===== src/rtl/paddle_gen.sv =====
// rtl/paddle_gen.sv - player paddle position, video bit and hit-segment generator
module paddle_gen #(
    parameter int H_START    = 32,
    parameter int PAD_WIDTH  = 4,
    parameter int PAD_HEIGHT = 16,
    parameter int V_MIN      = 16,
    parameter int V_MAX      = 240,
    parameter int STEP       = 2
) (
    input  logic       clk,
    input  logic       nreset,
    input  logic [8:0] hcount,
    input  logic [8:0] vcount,
    input  logic       hblank,
    input  logic       vblank,
    input  logic       btn_up,
    input  logic       btn_down,
    output logic [8:0] pad_top,
    output logic       paddle_video,
    output logic [2:0] pad_seg
);

    localparam logic [9:0] TOP_RESET = 10'((V_MIN + V_MAX - PAD_HEIGHT) / 2);
    localparam logic [9:0] TOP_MIN   = 10'(V_MIN);
    localparam logic [9:0] TOP_MAX   = 10'(V_MAX - PAD_HEIGHT);
    localparam logic [9:0] STEP_W    = 10'(STEP);
    localparam logic [9:0] H_LO      = 10'(H_START);
    localparam logic [9:0] H_HI      = 10'(H_START + PAD_WIDTH);
    localparam logic [9:0] HEIGHT_W  = 10'(PAD_HEIGHT);
    localparam int         SEG_SHIFT = $clog2(PAD_HEIGHT / 8);

    logic       up_meta;
    logic       up_s;
    logic       dn_meta;
    logic       dn_s;
    logic       vblank_d;
    logic       tick;

    logic [9:0] top_w;
    logic [9:0] hcount_w;
    logic [9:0] vcount_w;
    logic [8:0] top_up;
    logic [8:0] top_dn;
    logic [8:0] top_next;
    logic       in_h;
    logic       in_v;
    logic [2:0] seg_next;

    // Buttons are asynchronous to the pixel clock: two-flop synchronizers.
    always_ff @(posedge clk) begin
        if (!nreset) begin
            up_meta <= 1'b0;
            up_s    <= 1'b0;
            dn_meta <= 1'b0;
            dn_s    <= 1'b0;
        end else begin
            up_meta <= btn_up;
            up_s    <= up_meta;
            dn_meta <= btn_down;
            dn_s    <= dn_meta;
        end
    end

    // vblank_d resets high so a vblank already high at release is not a frame start.
    always_ff @(posedge clk) begin
        if (!nreset) begin
            vblank_d <= 1'b1;
        end else begin
            vblank_d <= vblank;
        end
    end

    assign tick     = vblank & ~vblank_d;
    assign top_w    = {1'b0, pad_top};
    assign hcount_w = {1'b0, hcount};
    assign vcount_w = {1'b0, vcount};

    // Saturating moves in 10 bits so the up limit cannot underflow.
    always_comb begin
        top_up = 9'(top_w - STEP_W);
        if (top_w < TOP_MIN + STEP_W) begin
            top_up = 9'(TOP_MIN);
        end
        top_dn = 9'(top_w + STEP_W);
        if (top_w + STEP_W > TOP_MAX) begin
            top_dn = 9'(TOP_MAX);
        end
    end

    always_comb begin
        top_next = pad_top;
        if (tick) begin
            case ({up_s, dn_s})
                2'b10:   top_next = top_up;
                2'b01:   top_next = top_dn;
                default: top_next = pad_top;
            endcase
        end
    end

    always_ff @(posedge clk) begin
        if (!nreset) begin
            pad_top <= 9'(TOP_RESET);
        end else begin
            pad_top <= top_next;
        end
    end

    assign in_h = (hcount_w >= H_LO) && (hcount_w < H_HI);
    assign in_v = (vcount_w >= top_w) && (vcount_w < top_w + HEIGHT_W);

    // Eight equal segments over the paddle height; height is a power of two.
    always_comb begin
        seg_next = 3'd0;
        if (in_v) begin
            seg_next = 3'((vcount_w - top_w) >> SEG_SHIFT);
        end
    end

    always_ff @(posedge clk) begin
        if (!nreset) begin
            paddle_video <= 1'b0;
            pad_seg      <= 3'd0;
        end else begin
            paddle_video <= in_h & in_v & ~hblank & ~vblank;
            pad_seg      <= seg_next;
        end
    end

endmodule


===== config.mk =====
export PLATFORM = sky130hd
export DESIGN_NAME = paddle_gen
export DESIGN_NICKNAME = d
export VERILOG_FILES = /design/src/rtl/paddle_gen.sv
export SDC_FILE = /design/constraint.sdc
export NUM_CORES = 1
export LEC_CHECK = 0
export CORE_MARGIN = 4
export CORE_UTILIZATION = 53
export DETAILED_ROUTE_END_ITERATION = 12
export PLACE_DENSITY = 0.83
export SYNTH_ARGS = -nofsm -noshare
export SYNTH_HDL_FRONTEND = slang
export SYNTH_SLANG_ARGS = --single-unit

===== constraint.sdc =====
create_clock -name clk -period 5.25 [get_ports clk]
set_input_delay 0.525 -clock clk [delete_from_list [all_inputs] [get_ports clk]]
set_output_delay 0.525 -clock clk [all_outputs]
set_load 0.1 [all_outputs]

# Word level (Yosys, flattened, before mapping)
# Cells that the tools add are included.
[totals]
regBits = 18
latch_bits = 0
ramBits = 0
mem_bits_ro = 0
inputBits = 24
out_inout_bits = 13
elab_cells = 35
memories = 0
[classes]
addsub = 4
mul = 0
n_div = 0
order_cmp = 6
n_eq_ne = 2
shifts = 0
muxes = 3
bitwise = 7
reduce_logical = 5
[op_table]
columns = ["operator", "count"]
rows = [
  ["$mux 9", 2],
  ["$pmux 9 s2", 1],
  ["$add 9x2->10 const B", 1],
  ["$add 9x5->10 const B", 1],
  ["$gt 10x8->1 const B", 1],
  ["$lt 9x10->1", 1],
  ["$ge 9x6->1 const B", 1],
  ["$ge 9x9->1", 1],
  ["$lt 9x5->1 const B", 1],
  ["$lt 9x6->1 const B", 1],
  ["$sub 9x2->9 const B", 1],
  ["$and 1x1->1", 4],
  ["$reduce_and 2->1", 2],
  ["$sub 4x4->4", 1],
  ["$not 1->1", 3],
  ["$eq 2x1->1 const B", 1],
  ["$eq 2x2->1 const B", 1],
  ["$logic_and 1x1->1", 2],
  ["$reduce_bool 2->1", 1],
]

# Logic depth before layout (Yosys ltp)
[logic_depth]
depth_word = 6
mapped_depth = 10
depth_no_buf = 9

# Least setup slack after synthesis
# OpenSTA, ideal clock, no wires.
[synth_timing]
path_type = "flip-flop to flip-flop"
start = "register pad_top[4]"
end = "register pad_seg[1]"
setup_time_ns = 0.146
arrival_time_ns = 2.837
required_ns = 5.104
path_slack_ns = 2.266
path_stages_with_launch = 11
path_buffers = 1
synth_period_minus_slack_ns = 2.984
cell_sequence = "dfxtp_1 > clkbuf_1 > inv_1 > ha_1 > inv_1 > ha_1 > inv_1 > a2111oi_0 > o221ai_1 > a21oi_1 > nor3_1"
[synth_via]
elab_chain_len = 4
word_cells_on_any_way = 5
classes_between = "add/sub (1); order compare (2); reduce/logical (2)"
[synth_lines]
columns = ["item", "line_no", "source"]
rows = [
  ["from (decl)", "18", "output logic [8:0] pad_top,"],
  ["from (signal assigned)", "103", "pad_top <= 9'(TOP_RESET);"],
  ["from (signal assigned)", "105", "pad_top <= top_next;"],
  ["$add 9x5->10", "110", "assign in_v = (vcount_w >= top_w) && (vcount_w < top_w + HEIGHT_W);"],
  ["$lt 9x10->1", "110", ""],
  ["$logic_and 1x1->1 *", "110", ""],
  ["$reduce_and 2->1 (no line) *", "--", ""],
  ["to (signal assigned)", "126", "pad_seg <= seg_next;"],
  ["to (decl)", "20", "output logic [2:0] pad_seg"],
]
# Mark *: on every way between the ends. The rest lies on a longest branch, timed or not.
# A chain may end at the register's enable or synchronous reset.

# Worst setup path after layout
[layout_timing]
start = "register pad_top[4]"
end = "register pad_seg[2]"
# The elaborated chain is that of the path after synthesis.

==> run summary <==
Status: completed
Slew headroom: 0.3479
Clock root buffer: clkbuf_4
Post-synth top area share: 0.2335
Final min period: 2.900 ns
ANT nets after route: 0
Final hold viol count: 0
CP Class: flip-flop to flip-flop
Leak: 0.6835 nW
R2R Path End: pad_seg[2]$_SDFF_PN0_
Delay-heaviest family, CP: compound AO/OA/AOI/OAI gates
Antenna violations before repair: 0
Adder-Cell Fraction of Synth Area: 0.1682
Async S/R FF share, synth: 0
Post-synthesis cell area: 1458 µm²
WL/cell: 15.24 µm
Worst setup path endpoint: pad_seg[2]$_SDFF_PN0_
Crit path from: pad_top[4]$_SDFFE_PN1P_
Total GRT Usage: 0.2107
Reg2reg setup slack: 2.35 ns
Net count, final: 252
Largest net degree at the start of global routing: 19
Worst path required time: 5.41 ns
Simple-gate portion of the synthesized area: 0.2421
Final WL: 3628 µm
Slowest stage delay, CP: 0.73 ns
Hold_sp: up_meta$_SDFF_PN0_
CP max-delay cell: dfxtp_1
Bufs and invs on worst path: 3
RSZ-0062 raised after global routing: no
Maxcap violations: 0
Setup WS pre-CTS: 2.185 ns
Clock transition at path regs: 0.11 ns
Die ar.: 3654 µm²
Pwr Density: 155.8 nW/µm²
Levels on crit path: 9
Max frequency: 0.3448 GHz
First-pass GRT wire length: 5920 µm
Largest family of logic cells by synthesized area: compound AO/OA/AOI/OAI gates
Commonest cells in the netlist: ha_1 (18), dfxtp_1 (17), nor3_1 (12)
Sink Count: 17
Dpl hpwl: 2807 µm
Seq cells post-synth: 17
Die X: 60.45 µm
Core area: 2545 µm²
Final Max Tran Viols: 0
Fill cell total of the finished layout: 217
Synth warnings: 0
Top-count cell post-synth: ha_1
Synth Area per Inst: 8.098 µm²
Seq/Total Area, Yosys: 0.2335
# diodes: 0
Multiplexer share of the synthesized area: 0.006867
Crit path DAT: 3.06 ns
Area leader, netlist: dfxtp_1
Vias in the first global route: 1408
Distinct cells, synth: 52
Post-Synth XOR/XNOR Area: 0.03004
Port bufs: 33
H-tree depth: 1
CTS resizes: 0
# rows: 18
Worst path cell trace: inv_1 > ha_1 > inv_1 > ha_1 > inv_1 > a2111oi_0 > o221ai_1 > a21oi_1 > nor3_1
Initial Utilization: 0.5728
CTS tree: yes
Hold_buf cts: 0
Post-Place Cell Area: 1775 µm²
IO Pins: 37
Residual DRC: 0
Share of layout cells above drive strength 1: 0.05288
Die Ht: 60.45 µm
Most frequent CP cell: inv_1
Crit Path Max Fanout: 18
Post-CTS Setup Bufs: 0
Startpoint types: flip-flop
Worst Max-Slew Pin Slew: 0.9750 ns
Num CTS Buffers: 3
RR Startpoint: pad_top[4]$_SDFFE_PN1P_
Design Power: 281.0 µW
Syn Inst Count: 180
EDFF count, synth: 0
Worst VDD drop: 177.9 µV
CTS max path bufs: 2
Setup_tns: 0 ns
Final Cycle Share: 0.5524
Final clock skew: 0.008649 ns
Final Util: 0.7085
Pre-antenna DRT Iters: 4
CP Capture Type: flip-flop
Synth Area in Compound Gates: 0.2464
Area growth syn-to-layout: 23.69%
Final instance area: 1803 µm²
Iteration-0 DRC count of the detailed router: 67
Clock latency on the worst-skew pair: 0.30 ns
Vias per Instance: 6.193
Hold Path Class: flip-flop to flip-flop
Routed vias: 1474
Top_reg_cell synth: dfxtp_1
Final weighted congestion in routability-driven placement: 0.8932
R2R depth: 9
GRT overflow: 0
Endpoints failing setup: 0
Synth area leaders: dfxtp_1 (23%), ha_1 (15%), nor3_1 (4.1%), nand3_1 (3.8%), inv_1 (2.8%)
Post-route setup slack: 2.350 ns
## worst min-delay path by stage
stage	to	slack, ns	cells after the start
2_1_floorplan	dn_s$_SDFF_PN0_	0.41	1
3_3_place_gp	up_s$_SDFF_PN0_	0.41	1
3_5_place_dp	up_s$_SDFF_PN0_	0.43	1
4_1_cts	up_s$_SDFF_PN0_	0.45	1
5_1_grt	up_s$_SDFF_PN0_	0.46	1
6_report	up_s$_SDFF_PN0_	0.45	1
## cell type report
type / instances / area, µm² / share of cell area
Clock buffer: 3 / 22.52 / 0.01249
Clock inverter: 1 / 5.005 / 0.002776
Inverter: 13 / 48.80 / 0.02706
Multi-Input combinational cell: 141 / 1018 / 0.5649
Sequential cell: 17 / 340.3 / 0.1888
Tap cell: 30 / 37.54 / 0.02082
Timing Repair Buffer: 33 / 330.3 / 0.1832
## through the flow
step | instances | hold slack, ns
detailed placement | 234 | 0.4257
finish | 238 | 0.4465
floorplan | 181 | 0.4119
CTS | 238 | 0.4527
global route | 238 | 0.4570
global placement | 234 | 0.4131
## state kept, by name (all words and copies together), names as in the netlist
name          count
dn_meta           1
dn_s              1
pad_seg           3
pad_top           8
paddle_video      1
up_meta           1
up_s              1
vblank_d          1
## cell families (layout without fill, tap and decap cells)
kind of cell / count (synthesis) / count (layout)
other: 1 / 2
XOR/XNOR: 5 / 5
buffers and inverters: 23 / 50
flip-flops: 17 / 17
adder cells (fa/ha/maj): 19 / 19
AND/OR/NAND/NOR: 65 / 65
AO/OA/AOI/OAI: 49 / 49
multiplexers: 1 / 1
## power breakdown
part           internal [mW]  leakage [nW]  total [mW]  switching, mW
Combinational         0.0320         0.527      0.0716         0.0396
Clock                 0.0284        0.0177      0.0739         0.0454
Sequential             0.132         0.139       0.135        0.00310
## metal layers
metal / vias to the layer above / global-route usage / wire length (µm)
li1: 731 / - / -
met2: 48 / 0.3565 / 1730
met1: 688 / 0.2600 / 1607
met5: - / 0 / 0
met4: 0 / 0.09907 / 65
met3: 7 / 0.03617 / 224
## cells in the final DEF (no fill, tap or decap), types with 6 or more instances in the layout
master | netlist | routed
dfxtp_1 | 17 | 17
inv_1 | 11 | 11
ha_1 | 18 | 18
a21oi_1 | 6 | 6
o21ai_0 | 6 | 6
nand3_1 | 11 | 11
nor3_1 | 12 | 12
nor2_1 | 11 | 11
nand2_1 | 8 | 8
clkdlybuf4s50_1 | 0 | 33
Note: power is estimated with default switching activity, not from simulation.
